## config.mk

```make
export PLATFORM = sky130hd
export DESIGN_NAME = avalon_msg_transmitter_flat
export DESIGN_NICKNAME = d
export VERILOG_FILES = /design/src/rtl/avalon_msg_tx_pack.sv /design/src/rtl/avalon_st_if.sv /design/src/rtl/avalon_st_out_reg.sv /design/src/rtl/avalon_msg_transmitter.sv /design/src/flat_wrapper.sv
export SDC_FILE = /design/constraint.sdc
export NUM_CORES = 1
export LEC_CHECK = 0
export BUFFER_PORTS_ARGS = -buffer_cell sky130_fd_sc_hd__buf_2
export CORE_MARGIN = 1.5
export CORE_UTILIZATION = 41
export CTS_CLUSTER_SIZE = 8
export DETAILED_ROUTE_END_ITERATION = 8
export PLACE_DENSITY = 0.81
export SYNTH_ARGS = -nofsm -noshare
export SYNTH_HDL_FRONTEND = slang
export SYNTH_SLANG_ARGS = --single-unit
```

## constraint.sdc

```tcl
create_clock -name clk -period 2.35 [get_ports clk]
set_input_delay 0.235 -clock clk [delete_from_list [all_inputs] [get_ports clk]]
set_output_delay 0.235 -clock clk [all_outputs]
set_load 0.02 [all_outputs]
```

## src/rtl/avalon_msg_tx_pack.sv

```systemverilog
// Shared types and helpers for the Avalon-ST message transmitter.
package avalon_msg_tx_pack;

  typedef enum logic [0:0] {
    WAIT_FOR_CMD,
    SEND_MESSAGE
  } avalon_msg_tx_sm_t;

  // Ceiling log2, never less than 1 so that derived widths stay legal.
  function automatic int unsigned log2up_func(input int unsigned value);
    int unsigned res;
    res = 1;
    while ((64'd1 << res) < 64'(value)) begin
      res = res + 1;
    end
    return res;
  endfunction

endpackage

```

## src/rtl/avalon_st_if.sv

```systemverilog
// Avalon-ST message stream: one beat per valid & rdy, sop/eop framing, empty on the eop beat.
interface avalon_st_if #(
  parameter int unsigned DATA_WIDTH_IN_BYTES = 16
);
  localparam int unsigned EMPTY_WIDTH = avalon_msg_tx_pack::log2up_func(DATA_WIDTH_IN_BYTES);

  logic [DATA_WIDTH_IN_BYTES*8-1:0] data;
  logic                             valid;
  logic                             rdy;
  logic                             sop;
  logic                             eop;
  logic [EMPTY_WIDTH-1:0]           empty;

  modport master (output data, valid, sop, eop, empty, input rdy);
  modport slave  (input data, valid, sop, eop, empty, output rdy);
endinterface

```

## src/rtl/avalon_st_out_reg.sv

```systemverilog
// One-stage Avalon-ST output register: loads when empty or draining, holds under backpressure.
module avalon_st_out_reg import avalon_msg_tx_pack::*; #(
  parameter  int unsigned DATA_WIDTH_IN_BYTES = 16,
  localparam int unsigned EMPTY_WIDTH         = log2up_func(DATA_WIDTH_IN_BYTES)
) (
  input  logic                             clk,
  input  logic                             rst,
  input  logic                             load,
  input  logic [DATA_WIDTH_IN_BYTES*8-1:0] load_data,
  input  logic                             load_sop,
  input  logic                             load_eop,
  input  logic [EMPTY_WIDTH-1:0]           load_empty,
  output logic                             load_rdy,
  input  logic                             rdy,
  output logic [DATA_WIDTH_IN_BYTES*8-1:0] data,
  output logic                             valid,
  output logic                             sop,
  output logic                             eop,
  output logic [EMPTY_WIDTH-1:0]           empty
);

  // Free slot this cycle if nothing is held or the held beat transfers now.
  assign load_rdy = ~valid | rdy;

  // Load a new beat, otherwise clear valid once the held beat has transferred.
  always_ff @(posedge clk or negedge rst) begin
    if (!rst) begin
      data  <= '0;
      valid <= 1'b0;
      sop   <= 1'b0;
      eop   <= 1'b0;
      empty <= '0;
    end else if (load) begin
      data  <= load_data;
      valid <= 1'b1;
      sop   <= load_sop;
      eop   <= load_eop;
      empty <= load_empty;
    end else if (rdy) begin
      valid <= 1'b0;
    end
  end

endmodule

```

## src/rtl/avalon_msg_transmitter.sv

```systemverilog
// Turns a (length, word stream) pair into one framed Avalon-ST message.
module avalon_msg_transmitter import avalon_msg_tx_pack::*; #(
  parameter  int unsigned DATA_WIDTH_IN_BYTES = 16,
  parameter  int unsigned MAX_MSG_LEN_BYTES   = 4096,
  localparam int unsigned LEN_WIDTH           = log2up_func(MAX_MSG_LEN_BYTES + 1),
  localparam int unsigned EMPTY_WIDTH         = log2up_func(DATA_WIDTH_IN_BYTES)
) (
  input  logic                             clk,
  input  logic                             rst,
  input  logic                             cmd_valid,
  input  logic [LEN_WIDTH-1:0]             cmd_len,
  output logic                             cmd_rdy,
  input  logic                             word_valid,
  input  logic [DATA_WIDTH_IN_BYTES*8-1:0] word_data,
  output logic                             word_rdy,
  avalon_st_if.master                      tx_msg,
  output logic                             len_error,
  output logic                             msg_done,
  output logic                             busy
);

  localparam logic [LEN_WIDTH-1:0] BYTES = LEN_WIDTH'(DATA_WIDTH_IN_BYTES);

  avalon_msg_tx_sm_t      state;
  logic [LEN_WIDTH-1:0]   word_cnt;
  logic [LEN_WIDTH-1:0]   words_total;
  logic [EMPTY_WIDTH-1:0] last_empty;

  logic [LEN_WIDTH:0]     len_round;
  logic [LEN_WIDTH-1:0]   len_rem;
  logic [LEN_WIDTH-1:0]   cmd_words;
  logic [EMPTY_WIDTH-1:0] cmd_empty;
  logic                   cmd_len_ok;
  logic                   cmd_acc;
  logic                   word_acc;
  logic                   last_word;
  logic                   out_load_rdy;
  logic                   eop_xfer;

  logic [DATA_WIDTH_IN_BYTES*8-1:0] out_data;
  logic                             out_valid;
  logic                             out_sop;
  logic                             out_eop;
  logic [EMPTY_WIDTH-1:0]           out_empty;

  // Command decode: beat count and unused bytes of the final beat.
  assign len_round  = {1'b0, cmd_len} + (LEN_WIDTH + 1)'(DATA_WIDTH_IN_BYTES - 1);
  assign cmd_words  = LEN_WIDTH'(len_round / (LEN_WIDTH + 1)'(DATA_WIDTH_IN_BYTES));
  assign len_rem    = cmd_len % BYTES;
  assign cmd_empty  = EMPTY_WIDTH'((BYTES - len_rem) % BYTES);
  assign cmd_len_ok = (cmd_len != '0) && (cmd_len <= LEN_WIDTH'(MAX_MSG_LEN_BYTES));

  assign cmd_acc   = cmd_valid & cmd_rdy & (state == WAIT_FOR_CMD);
  assign word_rdy  = (state == SEND_MESSAGE) & out_load_rdy;
  assign word_acc  = word_valid & word_rdy;
  assign last_word = (word_cnt == words_total - LEN_WIDTH'(1));
  assign eop_xfer  = out_valid & tx_msg.rdy & out_eop;

  avalon_st_out_reg #(
    .DATA_WIDTH_IN_BYTES(DATA_WIDTH_IN_BYTES)
  ) u_out_reg (
    .clk       (clk),
    .rst       (rst),
    .load      (word_acc),
    .load_data (word_data),
    .load_sop  (word_cnt == '0),
    .load_eop  (last_word),
    .load_empty(last_word ? last_empty : '0),
    .load_rdy  (out_load_rdy),
    .rdy       (tx_msg.rdy),
    .data      (out_data),
    .valid     (out_valid),
    .sop       (out_sop),
    .eop       (out_eop),
    .empty     (out_empty)
  );

  assign tx_msg.data  = out_data;
  assign tx_msg.valid = out_valid;
  assign tx_msg.sop   = out_sop;
  assign tx_msg.eop   = out_eop;
  assign tx_msg.empty = out_empty;

  // Command/word sequencing with registered handshake and status outputs.
  always_ff @(posedge clk or negedge rst) begin
    if (!rst) begin
      state       <= WAIT_FOR_CMD;
      cmd_rdy     <= 1'b0;
      len_error   <= 1'b0;
      msg_done    <= 1'b0;
      busy        <= 1'b0;
      word_cnt    <= '0;
      words_total <= '0;
      last_empty  <= '0;
    end else begin
      len_error <= 1'b0;
      msg_done  <= eop_xfer;
      // A newer message already in flight keeps busy high past the old eop.
      if (eop_xfer && (state == WAIT_FOR_CMD)) begin
        busy <= 1'b0;
      end
      unique case (state)
        WAIT_FOR_CMD: begin
          cmd_rdy <= 1'b1;
          if (cmd_acc) begin
            if (cmd_len_ok) begin
              words_total <= cmd_words;
              last_empty  <= cmd_empty;
              word_cnt    <= '0;
              busy        <= 1'b1;
              cmd_rdy     <= 1'b0;
              state       <= SEND_MESSAGE;
            end else begin
              len_error <= 1'b1;
            end
          end
        end
        SEND_MESSAGE: begin
          cmd_rdy <= 1'b0;
          if (word_acc) begin
            word_cnt <= word_cnt + LEN_WIDTH'(1);
            if (last_word) begin
              cmd_rdy <= 1'b1;
              state   <= WAIT_FOR_CMD;
            end
          end
        end
        default: state <= WAIT_FOR_CMD;
      endcase
    end
  end

endmodule
```

## src/flat_wrapper.sv

```systemverilog
// flat-port wrapper written by rule: the top's interface ports become plain ports
module avalon_msg_transmitter_flat import avalon_msg_tx_pack::*;
#(
  parameter  int unsigned DATA_WIDTH_IN_BYTES = 16,
  parameter  int unsigned MAX_MSG_LEN_BYTES   = 4096,
  localparam int unsigned LEN_WIDTH           = log2up_func(MAX_MSG_LEN_BYTES + 1),
  localparam int unsigned EMPTY_WIDTH         = log2up_func(DATA_WIDTH_IN_BYTES)
)
  (clk, rst, cmd_valid, cmd_len, cmd_rdy, word_valid, word_data, word_rdy, len_error, msg_done, busy, tx_msg_data, tx_msg_valid, tx_msg_sop, tx_msg_eop, tx_msg_empty, tx_msg_rdy);
  avalon_st_if #(.DATA_WIDTH_IN_BYTES(DATA_WIDTH_IN_BYTES)) tx_msg_i ();
  input  logic clk;
  input  logic rst;
  input  logic cmd_valid;
  input  logic [LEN_WIDTH-1:0] cmd_len;
  output logic cmd_rdy;
  input  logic word_valid;
  input  logic [DATA_WIDTH_IN_BYTES*8-1:0] word_data;
  output logic word_rdy;
  output logic len_error;
  output logic msg_done;
  output logic busy;
  output wire logic [$bits(tx_msg_i.data)-1:0] tx_msg_data;
  output wire logic [$bits(tx_msg_i.valid)-1:0] tx_msg_valid;
  output wire logic [$bits(tx_msg_i.sop)-1:0] tx_msg_sop;
  output wire logic [$bits(tx_msg_i.eop)-1:0] tx_msg_eop;
  output wire logic [$bits(tx_msg_i.empty)-1:0] tx_msg_empty;
  input wire logic [$bits(tx_msg_i.rdy)-1:0] tx_msg_rdy;
  assign tx_msg_data = tx_msg_i.data;
  assign tx_msg_valid = tx_msg_i.valid;
  assign tx_msg_sop = tx_msg_i.sop;
  assign tx_msg_eop = tx_msg_i.eop;
  assign tx_msg_empty = tx_msg_i.empty;
  assign tx_msg_i.rdy = tx_msg_rdy;
  avalon_msg_transmitter #(.DATA_WIDTH_IN_BYTES(DATA_WIDTH_IN_BYTES), .MAX_MSG_LEN_BYTES(MAX_MSG_LEN_BYTES)) u_core (.clk(clk), .rst(rst), .cmd_valid(cmd_valid), .cmd_len(cmd_len), .cmd_rdy(cmd_rdy), .word_valid(word_valid), .word_data(word_data), .word_rdy(word_rdy), .tx_msg(tx_msg_i), .len_error(len_error), .msg_done(msg_done), .busy(busy));
endmodule
```

# ---- After elaboration in Yosys (flattened, before gate mapping)
# Cells that the tools add are included.
dict set report word_totals {
  reg_bits 167
  latch_bits 0
  ramBits 0
  romBits 0
  mem_count 0
}
dict set report classes {
  n_addsub 4
  mul 0
  div_mod_pow 0
  order_cmp 1
  n_eq_ne 4
  shifts 0
  mux 23
  n_bitwise 9
  reduce_logical 7
}
# cell count
set ops {}
lappend ops {{$mux 13} 3}
lappend ops {{$pmux 13 s2} 1}
lappend ops {{$mux 1} 16}
lappend ops {{$add 13x4->14 const B} 1}
lappend ops {{$add 13x1->13 const B} 1}
lappend ops {{$eq 13x13->1} 1}
lappend ops {{$le 13x13->1 const B} 1}
lappend ops {{$logic_not 13->1} 1}
lappend ops {{$reduce_bool 13->1} 1}
lappend ops {{$sub 10x1->11 const B} 1}
lappend ops {{$and 1x1->1} 6}
lappend ops {{$reduce_and 3->1} 2}
lappend ops {{$mux 4} 1}
lappend ops {{$ne 2x1->1 const B} 2}
lappend ops {{$pmux 1 s2} 2}
lappend ops {{$sub 1x4->4 const A} 1}
lappend ops {{$logic_and 1x1->1} 2}
lappend ops {{$ne 2x2->1 const B} 1}
lappend ops {{$not 1->1} 2}
lappend ops {{$reduce_bool 2->1} 1}
lappend ops {{$or 1x1->1} 1}

# ---- Depth between registers and ports, before layout
# Gate-level depths: netlist (run 1).
dict set report logic_depth {
  word_depth 7
  ltp_mapped 9
}

# ---- Hierarchy
# From an unflattened synthesis (run 1), not the netlist that was laid out.
dict set report unflattened {
  cells_unflattened 502
  area_unflattened_um2 7243.2
}
# mod n_inst cells_each area_each_um2
set modules_own_cells {}
lappend modules_own_cells {avalon_st_out_reg 1 286 5202.5}
lappend modules_own_cells {avalon_msg_transmitter 1 216 2040.7}

# ---- Worst setup path before layout (run 1)
# OpenSTA, ideal clock, no wires.
dict set report synth_path {
  path_kind {reg2reg}
  startpoint {register u_core.words_total[2]}
  endpoint {register u_core.state}
  setup_ns 0.119
  arrival_ns 2.138
  setup_slack_ns 0.094
  stages_incl_launch_ff 7
  synth_period_minus_slack_ns 2.256
  path_cell_list {dfrtp_1 buf_6 or3_4 or4_4 a2111oi_4 o2111ai_4 o21a_1}
}
dict set report synth_between {
  elab_chain_cells 5
}
# item line_no
set synth_rtl {}
lappend synth_rtl {{from (decl)} avalon_msg_transmitter.sv:26} ;# logic [LEN_WIDTH-1:0] words_total;
lappend synth_rtl {{from (signal assigned)} avalon_msg_transmitter.sv:107} ;# words_total <= cmd_words;
lappend synth_rtl {{$sub 10x1->11} avalon_msg_transmitter.sv:56} ;# assign last_word = (word_cnt == words_total - LEN_WIDTH'(1));
lappend synth_rtl {{$eq 13x13->1} avalon_msg_transmitter.sv:56}
lappend synth_rtl {{$mux 1} avalon_msg_transmitter.sv:122} ;# if (last_word) begin
lappend synth_rtl {{$mux 1} avalon_msg_transmitter.sv:120} ;# if (word_acc) begin
lappend synth_rtl {{$pmux 1 s2} avalon_msg_transmitter.sv:102} ;# unique case (state)
lappend synth_rtl {{to (signal assigned)} avalon_msg_transmitter.sv:112} ;# state <= SEND_MESSAGE;
lappend synth_rtl {{to (signal assigned)} avalon_msg_transmitter.sv:124} ;# state <= WAIT_FOR_CMD;
lappend synth_rtl {{to (signal assigned)} avalon_msg_transmitter.sv:128} ;# default: state <= WAIT_FOR_CMD;
lappend synth_rtl {{to (decl)} avalon_msg_transmitter.sv:24} ;# avalon_msg_tx_sm_t state;
# Every way passes these cells.
# A chain may end at the register's enable or synchronous reset.

# ---- Worst setup path in the final report (run 1)
dict set report layout_path {
  startpoint {register u_core.words_total[4]}
  endpoint {register u_core.state}
}
# Same word-level chain as after synthesis.

==> metrics, run 1 <==
Die Ht about 130 um; Post-Synthesis Cells between 700 and 800; worst reg2reg endpoint u_core.state$_DFF_PN0_; Sink Count between 150 and 200; initial antenna violation count 0; Worst-Skew Late Latency around 420 ps; first-pass GRT wire length 33290 um; Sw Share between 30% and 40%; final hold viol count 0; cell family with most CP delay compound AO/OA/AOI/OAI gates; antenna-violating nets left 0; total number of yosys warnings 0; Via density roughly 4.9; Initial Utilization between 40% and 50%; diode count 0; power consumption about 11 mW; Worst Setup End Kind flop; top post-synthesis cells by area dfrtp_1, nand2_1, xnor2_1; hpwl dp ~13000 um; RSZ-0062 raised after global routing no; Placer Congestion between 0.8 and 0.9; TritonCTS clock tree done; max-capacitance violation count 0; H-tree depth 4; Die X between 100 and 150 um; slowest cell delay on critical path 500 ps; fraction of registers with async set/reset 100.0%; GRT overflow 0; Tmin final 2287 ps; share of the synthesized area in the top cell type ~60%; number of placed I/O pins between 200 and 300; Fmax 437.2 MHz; share of layout cells above drive strength 1 between 20% and 30%; via count a little under 7000; Fillers around 1300; setup bufs post-CTS 0; Mapped Area about 0.007 mm2; Most used DFF post-synth dfrtp_1; DRT Pass-1 Iters 5; routed length per instance 14.92 um; number of synthesized register bits 167; Worst-path clk slew approximately 70 ps; Root Driver clkbuf_16; largest net degree at the start of global routing between 100 and 150; RR Startpoint u_core.words_total[4]$_DFFE_PN0P_; CP max FO 7; Clk pwr share approximately 25%; leakage 5.521 nW; worst vdd ir a little under 0.6 mV; GRT Overall Usage approximately a quarter; crit-path cells or3_4 -> or4_4 -> a2111oi_4 -> o2111ai_4 -> o21a_1; maximum clock path buffer count 2; r2r worst-path depth 5; Critical Path RT about 2700 ps; Seq/Total Area, Yosys between 50% and 60%; Hold/Removal Path Class input port to flop; Hold Path Sink u_core.u_out_reg.data[68]$_DFFE_PN0P_; Layout Nets 1295; reg2reg setup slack about 63 ps; CP arrival between 2000 and 3000 ps; CP Buf/Inv Count 0; final setup fails 0; pwr dens between 1000 and 1500 mW/mm2; Synth cell types between 40 and 50; Syn Nets 932; Tightest Pin Transition 695.6 ps; Hold Crit Depth 3; Layout area overhead 45.29%; kind of critical path flop to flop; clock skew about 8.3 ps; Residual DRC 0; Slew HR a little over half; Sequential Power Share between 30% and 40%; Internal Power 6.633 mW; Port Buffer Count ~290; status finished clean; EDFF count, synth 0; Routed WL between 20000 and 25000 um; Slowest-stage cell, CP or4_4; die area 0.01786 mm2; hold path start word_data[68]; post-synth top area cell dfrtp_1; vias in the first global route 6903; initial drt markers slightly below 400; Slew Viols, Final 0; Psw about 4.4 mW; cell row count 47; CTS buffer count 17; final setup TNS 0 ps; ratio of final minimum period to clock period between 90% and 100%; combinational power share between 30 and 40%; Critical Path Stages 5; Avg Cell Area, Syn ~9 um2; Core Area approximately 0.017 mm2; CP startpoint kind flop
## power groups by stage
stage | registers (mW) | logic (mW) | clock network, mW
3_3_place_gp | 4.31 | 3.69 | 0
5_1_grt | 4.45 | 4.31 | 2.90
3_5_place_dp | 4.34 | 3.81 | 0
2_1_floorplan | 5.17 | 1.50 | 0
4_1_cts | 4.32 | 3.92 | 2.79
6_report | 4.35 | 3.96 | 2.72
## final cells by class
cell class              count  area, um2  area share, %
repair buffers            382       2441          24.01
multi-input cells         568       2654          26.10
inverters                   9      33.78         0.3323
clock buffers              19      452.9          4.455
well taps                 220      275.3          2.707
flip-flops and latches    167       4179          41.10
clock inverters            13      131.4          1.292
## cell usage in the layout, fill, tap and decap left out, types with 3 or more instances in the layout
| master | count |
|---|---|
| inv_1 | 9 |
| dfrtp_1 | 167 |
| nor2_1 | 18 |
| mux2_2 | 4 |
| nand2_1 | 411 |
| o21ai_0 | 10 |
| xnor2_1 | 16 |
| clkbuf_16 | 17 |
| buf_12 | 6 |
| nand4_1 | 6 |
| dlygate4sd3_1 | 82 |
| ha_1 | 4 |
| inv_6 | 3 |
| o21ai_1 | 6 |
| buf_2 | 284 |
| nor3_1 | 7 |
| or3_1 | 6 |
| nor2b_1 | 3 |
| nor4_1 | 7 |
| xor2_1 | 13 |
| nand3_1 | 9 |
| a21oi_1 | 11 |
| inv_8 | 5 |
| buf_4 | 9 |
## routing by layer
layer | part of all wire (%) | routed length (um) | track usage (%)
met1 | 40 | 8175 | 27.52
met2 | 50 | 10370 | 41.25
met3 | 6.8 | 1390 | 6.012
met4 | 3.1 | 633 | 9.420
met5 | 0 | 0 | 0
## stage by stage
step	hold slack [ps]	util [%]	std cells	setup WS, ps	cell area [um2]
6_report	18.09	61.09	1378	62.61	10170
3_3_place_gp	76.31	52.63	1264	114.6	8758
2_1_floorplan	-60.59	-	782	93.63	6998
4_1_cts	0.2491	61.07	1378	61.05	10160
3_5_place_dp	75.98	52.63	1264	79.79	8758
5_1_grt	2.779	61.09	1378	15.25	10170
## worst max path at each step
| stage | end | startpoint | slack, ps |
|---|---|---|---|
| final | u_core.state$_DFF_PN0_ | u_core.words_total[4]$_DFFE_PN0P_ | 60 |
| after global routing | u_core.state$_DFF_PN0_ | u_core.words_total[4]$_DFFE_PN0P_ | 20 |
| after CTS | u_core.state$_DFF_PN0_ | u_core.words_total[1]$_DFFE_PN0P_ | 60 |
| after detailed placement | u_core.state$_DFF_PN0_ | u_core.words_total[1]$_DFFE_PN0P_ | 80 |
| after global placement | u_core.state$_DFF_PN0_ | u_core.words_total[1]$_DFFE_PN0P_ | 110 |
| after floorplan | u_core.state$_DFF_PN0_ | u_core.words_total[2]$_DFFE_PN0P_ | 90 |
## tightest hold or removal path, delay by kind of cell
family | cells | cell delay [ps]
and+or+nand+nor | 2 | 90
buffers and inverters | 1 | 70
## cell usage after synthesis, types with 4 or more instances
| cell | number |
|---|---|
| nand2_1 | 412 |
| dfrtp_1 | 167 |
| clkbuf_1 | 35 |
| nor2_1 | 18 |
| xnor2_1 | 16 |
| xor2_1 | 13 |
| a21oi_1 | 12 |
| o21ai_0 | 10 |
| inv_1 | 9 |
| nand3_1 | 9 |
| nor3_1 | 7 |
| nor4_1 | 7 |
| nand4_1 | 6 |
| o21ai_1 | 6 |
| or3_1 | 6 |
| ha_1 | 4 |
| mux2_2 | 4 |
## flip-flops by register name (all words and copies together), names as in the netlist
register	flops
u_core.u_out_reg.empty	4
u_core.u_out_reg.eop	1
u_core.busy	1
u_core.word_cnt	13
u_core.last_empty	4
u_core.u_out_reg.valid	1
u_core.state	1
u_core.msg_done	1
u_core.words_total	10
u_core.u_out_reg.data	128
u_core.cmd_rdy	1
u_core.u_out_reg.sop	1
u_core.len_error	1
## logic make-up (layout without fill, tap and decap cells)
logic type	count (synthesis)	after routing	synth area share, %
buffers and inverters	47	423	2.628
XOR/XNOR	29	29	3.629
AO/OA/AOI/OAI	42	42	4.148
adder cells (fa/ha/maj)	4	4	0.7152
AND/OR/NAND/NOR	488	488	28.37
multiplexers	5	5	0.7867
flip-flops	167	167	59.72
## what timing repair did
action	4_1_cts	5_1_grt
hold buffers	82	0
endpoints found under the hold margin	248	0
resized for setup	0	1
setup endpoints to repair	0	1
No activity file was read; power rests on OpenSTA's default activity.
==> run 2: changes to the inputs <==
SYNTH_HIERARCHICAL = 1   (was default)
==> metrics, run 2 <==
Most flops, register u_core/u_out_reg/data; CP startpoint kind flop; number of synthesized register bits ~170; r2r worst-path depth 8; worst vdd ir approximately 0.63 mV; Initial Utilization 41.88%; Seq/Total Area, Yosys between 50% and 60%; maximum clock path buffer count 2; number of placed I/O pins between 200 and 300; leakage around 4.6 nW; GRT overflow 0; max-capacitance violation count 0; TritonCTS clock tree done; DRT Pass-1 Iters 4; cell row count 48; Layout Cells excl Fill between 1000 and 1500; Mapped Area 0.007243 mm2; Placed Area 0.008945 mm2; Routed WL between 15000 and 20000 um; Avg Cell Area, Syn 14.43 um2; Port Buffer Count 285; Syn Nets approximately 650; hold path start word_data[122]; GRT Overall Usage 16.88%; share of the synthesized area in the top cell type 57.70%; Most used DFF post-synth dfrtp_1; antenna-violating nets left 0; reg2reg setup slack roughly 140 ps; Placed Cells roughly 1000; Worst Setup End Kind flop; biggest regs u_core/u_out_reg/data (128), u_core/word_cnt (13), u_core/words_total (10); Hold Crit Depth 2; fraction of registers with async set/reset 100.0%; crit-path cells inv_1 -> ha_2 -> or4b_1 -> a21boi_1 -> a221oi_2 -> nor2_4 -> nor3b_1 -> mux2_2; Slowest-stage cell, CP or4b_1; top-count cell post-synth dfrtp_1; total number of yosys warnings 6; most frequent cells in the layout buf_2, dfrtp_1, mux2_2; first-pass GRT wire length 24320 um; Root Driver clkbuf_16; worst reg2reg endpoint u_core/u_out_reg/empty[0]$_DFFE_PN0P_; power consumption roughly 12 mW; status finished clean; hpwl dp 11820 um; via count between 4000 and 5000; die area ~0.018 mm2; most common cell after layout, fill and taps aside buf_2; CP arrival between 2000 and 3000 ps; CP Buf/Inv Count 1; EDFF count, synth 0; Synth top cells by count dfrtp_1, mux2_2, mux2_4, nor2_1, xor2_1; post-synth top area cell dfrtp_1; Layout Nets 944; CTS buffer count 17; Worst-Skew Late Latency between 400 and 500 ps; Slew HR 56.77%; Reg area 0.004179 mm2; Residual DRC 0; slowest cell delay on critical path about 500 ps; H-tree depth 4; Die X about 140 um; Fmax about 450 MHz; largest net degree at the start of global routing between 60 and 70; Placer Congestion 0.7830; Via density roughly 4.8; Die Ht between 100 and 150 um; post-route cell area 0.009527 mm2; Tightest Pin Transition ~640 ps; Synth cell types 54; Tmin final around 2200 ps; Critical Path RT roughly 2600 ps; Post-Synthesis Cells 502; final setup TNS 0 ps; final hold viol count 0; Hold Path Sink u_core/u_out_reg/data[122]$_DFFE_PN0P_; pwr dens 1214 mW/mm2; max FFs per register approximately 130; Fillers between 1000 and 1500; final setup fails 0; initial antenna violation count 1; share of layout cells above drive strength 1 59.11%; vias in the first global route about 5100; cell family with most CP delay simple AND/OR/NAND/NOR gates; clock skew about 9 ps; Critical Path Stages 8; Core Area about 0.017 mm2; Slew Viols, Final 0; area of the multi-input gates ~0.0029 mm2; Worst-path clk slew 70 ps; Sink Count 167; kind of critical path flop to flop; Hold/Removal Path Class input port to flop; initial drt markers about 140; Layout area overhead 31.53%; RSZ-0062 raised after global routing no; routed length per instance approximately 15 um; ratio of final minimum period to clock period 94.05%; RR Startpoint u_core/words_total[0]$_DFFE_PN0P_; top post-synthesis cells by area dfrtp_1, mux2_2, mux2_4; CP max FO 7
## run 2: through the flow
step                hold slack [ps]  util (%)  setup slack [ps]
finish                        42.85     55.08             139.9
global route                  16.99     55.08             10.02
CTS                           23.47     55.05             108.3
detailed placement            255.6     51.71             120.6
global placement              263.2     51.71             198.1
floorplan                    -60.59         -             301.6
## run 2: repair_timing
| item | CTS | global route |
|---|---|---|
| setup endpoints to repair | 0 | 5 |
| gates resized for setup | 0 | 1 |
| endpoints found under the hold margin | 59 | 0 |
| setup buffers | 0 | 0 |
| hold buffers | 1 | 0 |
## run 2: cell families (layout without fill, tap and decap cells)
group           Yosys count  count (layout)  synth area share [%]
buf+inv                  34             339                 2.833
simple gates             93              93                 7.721
flops                   167             167                 57.70
xor+xnor                 31              31                 3.748
other cells               0               1                     0
compound gates           34              34                 3.161
mux                     139             139                 24.15
fa+ha+maj                 4               4                0.6910
## run 2: worst max path at each step
stage                                 startpoint                                    end  slack (ps)
6_report       u_core/words_total[0]$_DFFE_PN0P_  u_core/u_out_reg/empty[0]$_DFFE_PN0P_         140
5_1_grt        u_core/words_total[0]$_DFFE_PN0P_  u_core/u_out_reg/empty[1]$_DFFE_PN0P_          10
4_1_cts        u_core/words_total[0]$_DFFE_PN0P_  u_core/u_out_reg/empty[0]$_DFFE_PN0P_         110
3_5_place_dp   u_core/words_total[0]$_DFFE_PN0P_  u_core/u_out_reg/empty[0]$_DFFE_PN0P_         120
3_3_place_gp   u_core/words_total[0]$_DFFE_PN0P_  u_core/u_out_reg/empty[2]$_DFFE_PN0P_         200
2_1_floorplan  u_core/words_total[0]$_DFFE_PN0P_  u_core/u_out_reg/empty[0]$_DFFE_PN0P_         300
## run 2: cell type report
| type | count | area share, % |
|---|---|---|
| sequential | 167 | 43.87 |
| tap | 225 | 2.955 |
| multi-input combinational | 301 | 30.09 |
| timing repair buffer | 297 | 16.67 |
| antenna | 1 | 0.02627 |
| inverter | 10 | 0.4465 |
| clock inverter | 14 | 1.445 |
| clock buffer | 18 | 4.505 |
## run 2: routing by layer
metal  GRT usage (%)  vias up  part of all wire, %  routed length [um]
met2           28.43      203                   49                7725
li1                -     2358                    -                   -
met5               0        -                    0                   0
met4           6.324        0                  2.0                 325
met3           5.518       24                  7.4                1170
met1           20.16     2412                   42                6655
## run 2: report_power, final
part	switching [mW]	total [mW]	internal, mW
combinational	2.39	4.46	2.07
sequential	0.641	4.47	3.83
clock	1.23	2.64	1.41
total	4.26	11.6	7.31
==> run 3: changes to the inputs <==
ABC_AREA = 1   (was default)
==> metrics, run 3 <==
Residual DRC 0; Synth top cells by count nand2_1, dfrtp_1, inv_1, nor2_1, nand3_1; number of synthesized register bits roughly 170; vias in the first global route around 6400; GRT Overall Usage approximately 22%; Sink Count 167; Psw 5.810 mW; final setup TNS 0 ps; Tmin final about 2000 ps; CP startpoint kind flop; cell row count 48; max-capacitance violation count 0; Core Util, Final a little under 60%; antenna-violating nets left 0; post-synthesis mux area share 0%; Fmax roughly 510 MHz; most frequent cells in the layout nand2_1, buf_2, dfrtp_1; worst vdd ir between 0.7 and 0.8 mV; Worst-path clk slew around 70 ps; Fillers roughly 1500; GRT overflow 0; Post-Synthesis Cells between 900 and 1000; Hold/Removal Path Class input port to flop; Core Area roughly 0.017 mm2; top-count cell post-synth nand2_1; Reg area 0.004179 mm2; combinational power share between 40% and 50%; kind of critical path flop to flop; setup bufs post-CTS 0; Die Ht approximately 140 um; Clk pwr share 20.7%; status finished clean; Syn Nets about 1100; Placer Congestion 0.9724; Worst-Skew Late Latency 420 ps; number of placed I/O pins between 200 and 300; post-synth top area cell dfrtp_1; total number of yosys warnings 6; Port Buffer Count approximately 290; Root Driver clkbuf_16; Internal Power approximately 7.5 mW; hold_ws roughly 18 ps; largest family of logic cells by synthesized area simple AND/OR/NAND/NOR gates; Synth Area in Adders less than 1%; Mapped Area ~0.0073 mm2; max FFs per register 128; Synth Area in Compound Gates under 10%; first-pass GRT wire length roughly 32000 um; via count ~7000; Sequential Power Share 37.2%; Worst Setup End Kind flop; Post-Synth XOR/XNOR Area 2.026%; DRT Pass-1 Iters 5; final worst slack 380.2 ps; pwr dens roughly 1300 mW/mm2; Synth cell types 33; die area between 0.015 and 0.02 mm2; Avg Cell Area, Syn 8.129 um2; Routed WL between 20000 and 25000 um; routed length per instance approximately 14 um; Most flops, register u_core/u_out_reg/data; Layout Nets approximately 1400; Critical Path RT approximately 2700 ps; clock skew around 7.6 ps; Slew HR a little under three fifths; initial antenna violation count 0; simple-gate share of the synthesized area 32.52%; Die X about 140 um; biggest regs u_core/u_out_reg/data (128), u_core/word_cnt (13), u_core/words_total (10); Tightest Pin Transition ~670 ps; hpwl dp roughly 14000 um; share of the synthesized area in the top cell type 56.87%; final setup fails 0; Sw Share a little over two fifths; power consumption about 13 mW; largest net degree at the start of global routing 76; leakage slightly below 6 nW; TritonCTS clock tree done; Via density 4.764; ratio of final minimum period to clock period a little over four fifths; top post-synthesis cells by area dfrtp_1, nand2_1, inv_1; pre-CTS WS ~430 ps; area of the multi-input gates around 0.0028 mm2; H-tree depth 4; RSZ-0062 raised after global routing no; Seq/Total Area, Yosys 56.87%; CTS buffer count 17; fraction of registers with async set/reset 100.0%; initial drt markers approximately 410; CP arrival around 2300 ps; EDFF count, synth 0; maximum clock path buffer count 2; share of layout cells above drive strength 1 approximately 28%; Initial Utilization 42.19%; final hold viol count 0; most common cell after layout, fill and taps aside nand2_1; Most used DFF post-synth dfrtp_1; Layout area overhead 37.19%; Slew Viols, Final 0; CP max FO 7
[run 3: cell families (layout without fill, tap and decap cells)]
group	count (synthesis)	after routing
AOI/OAI and AO/OA	30	30
xor gates and xnor gates	17	17
adders and majority gates	4	4
buffers and inverters	85	429
DFF	167	167
other	0	1
and+or+nand+nor	601	601
[run 3: area by class of cell]
class,instances,area share [%]
Antenna cell,1,0.02482
Clock buffer,19,4.394
Clock inverter,13,1.340
Inverter,52,1.986
Multi-Input combinational cell,652,27.29
Sequential cell,167,41.45
Tap cell,225,2.793
Timing Repair Buffer,345,20.71
[run 3: critical path, cell delays in order, from the launching register on]
cell and delay (ps):
dfrtp_1 390, inv_1 150, ha_1 310, nand2_1 150, nand2_1 90, nand3_1 60
nand2_1 70, nand3_1 70, nor2_1 120, nand4_2 210, nor2_1 150, nand2_1 70
nand2_1 80
[run 3: worst paths after layout]
| path | from | endpoint | slack, ps | depth (start not counted) |
|---|---|---|---|---|
| max reg2reg | u_core/words_total[0]$_DFFE_PN0P_ | u_core/u_out_reg/empty[0]$_DFFE_PN0P_ | 380 | 12 |
| max | u_core/words_total[0]$_DFFE_PN0P_ | u_core/u_out_reg/empty[0]$_DFFE_PN0P_ | 380 | 12 |
| min | word_data[6] | u_core/u_out_reg/data[6]$_DFFE_PN0P_ | 20 | 3 |
| min in group asynchronous | rst | u_core/u_out_reg/data[94]$_DFFE_PN0P_ | 370 | 2 |
| min reg2reg | u_core/u_out_reg/data[111]$_DFFE_PN0P_ | u_core/u_out_reg/data[111]$_DFFE_PN0P_ | 470 | 2 |
| max in group asynchronous | rst | u_core/u_out_reg/data[9]$_DFFE_PN0P_ | 1290 | 3 |
[run 3: power groups by stage]
stage	clock network [mW]	logic [mW]	registers, mW
2_1_floorplan	0	2.15	6.24
3_3_place_gp	0	5.39	4.90
3_5_place_dp	0	5.52	4.93
4_1_cts	2.82	5.58	4.91
5_1_grt	2.95	6.15	5.08
6_report	2.75	5.59	4.93
[run 3: per-stage QoR]
step / instances / cell area, um2
5_1_grt: 1473 / 10080
3_3_place_gp: 1394 / 9030
3_5_place_dp: 1394 / 9030
2_1_floorplan: 904 / 7348
6_report: 1474 / 10080
4_1_cts: 1473 / 10080
[run 3: what timing repair did]
| item | CTS | global route |
|---|---|---|
| hold endpoints to repair | 110 | 0 |
| hold buffers | 47 | 0 |
| gates resized for setup | 0 | 0 |
[run 3: per-layer routing]
layer	track usage [%]	wire [um]
met2	36.29	10320
met5	0	0
met4	9.240	440
met3	5.481	1643
met1	26.68	8417
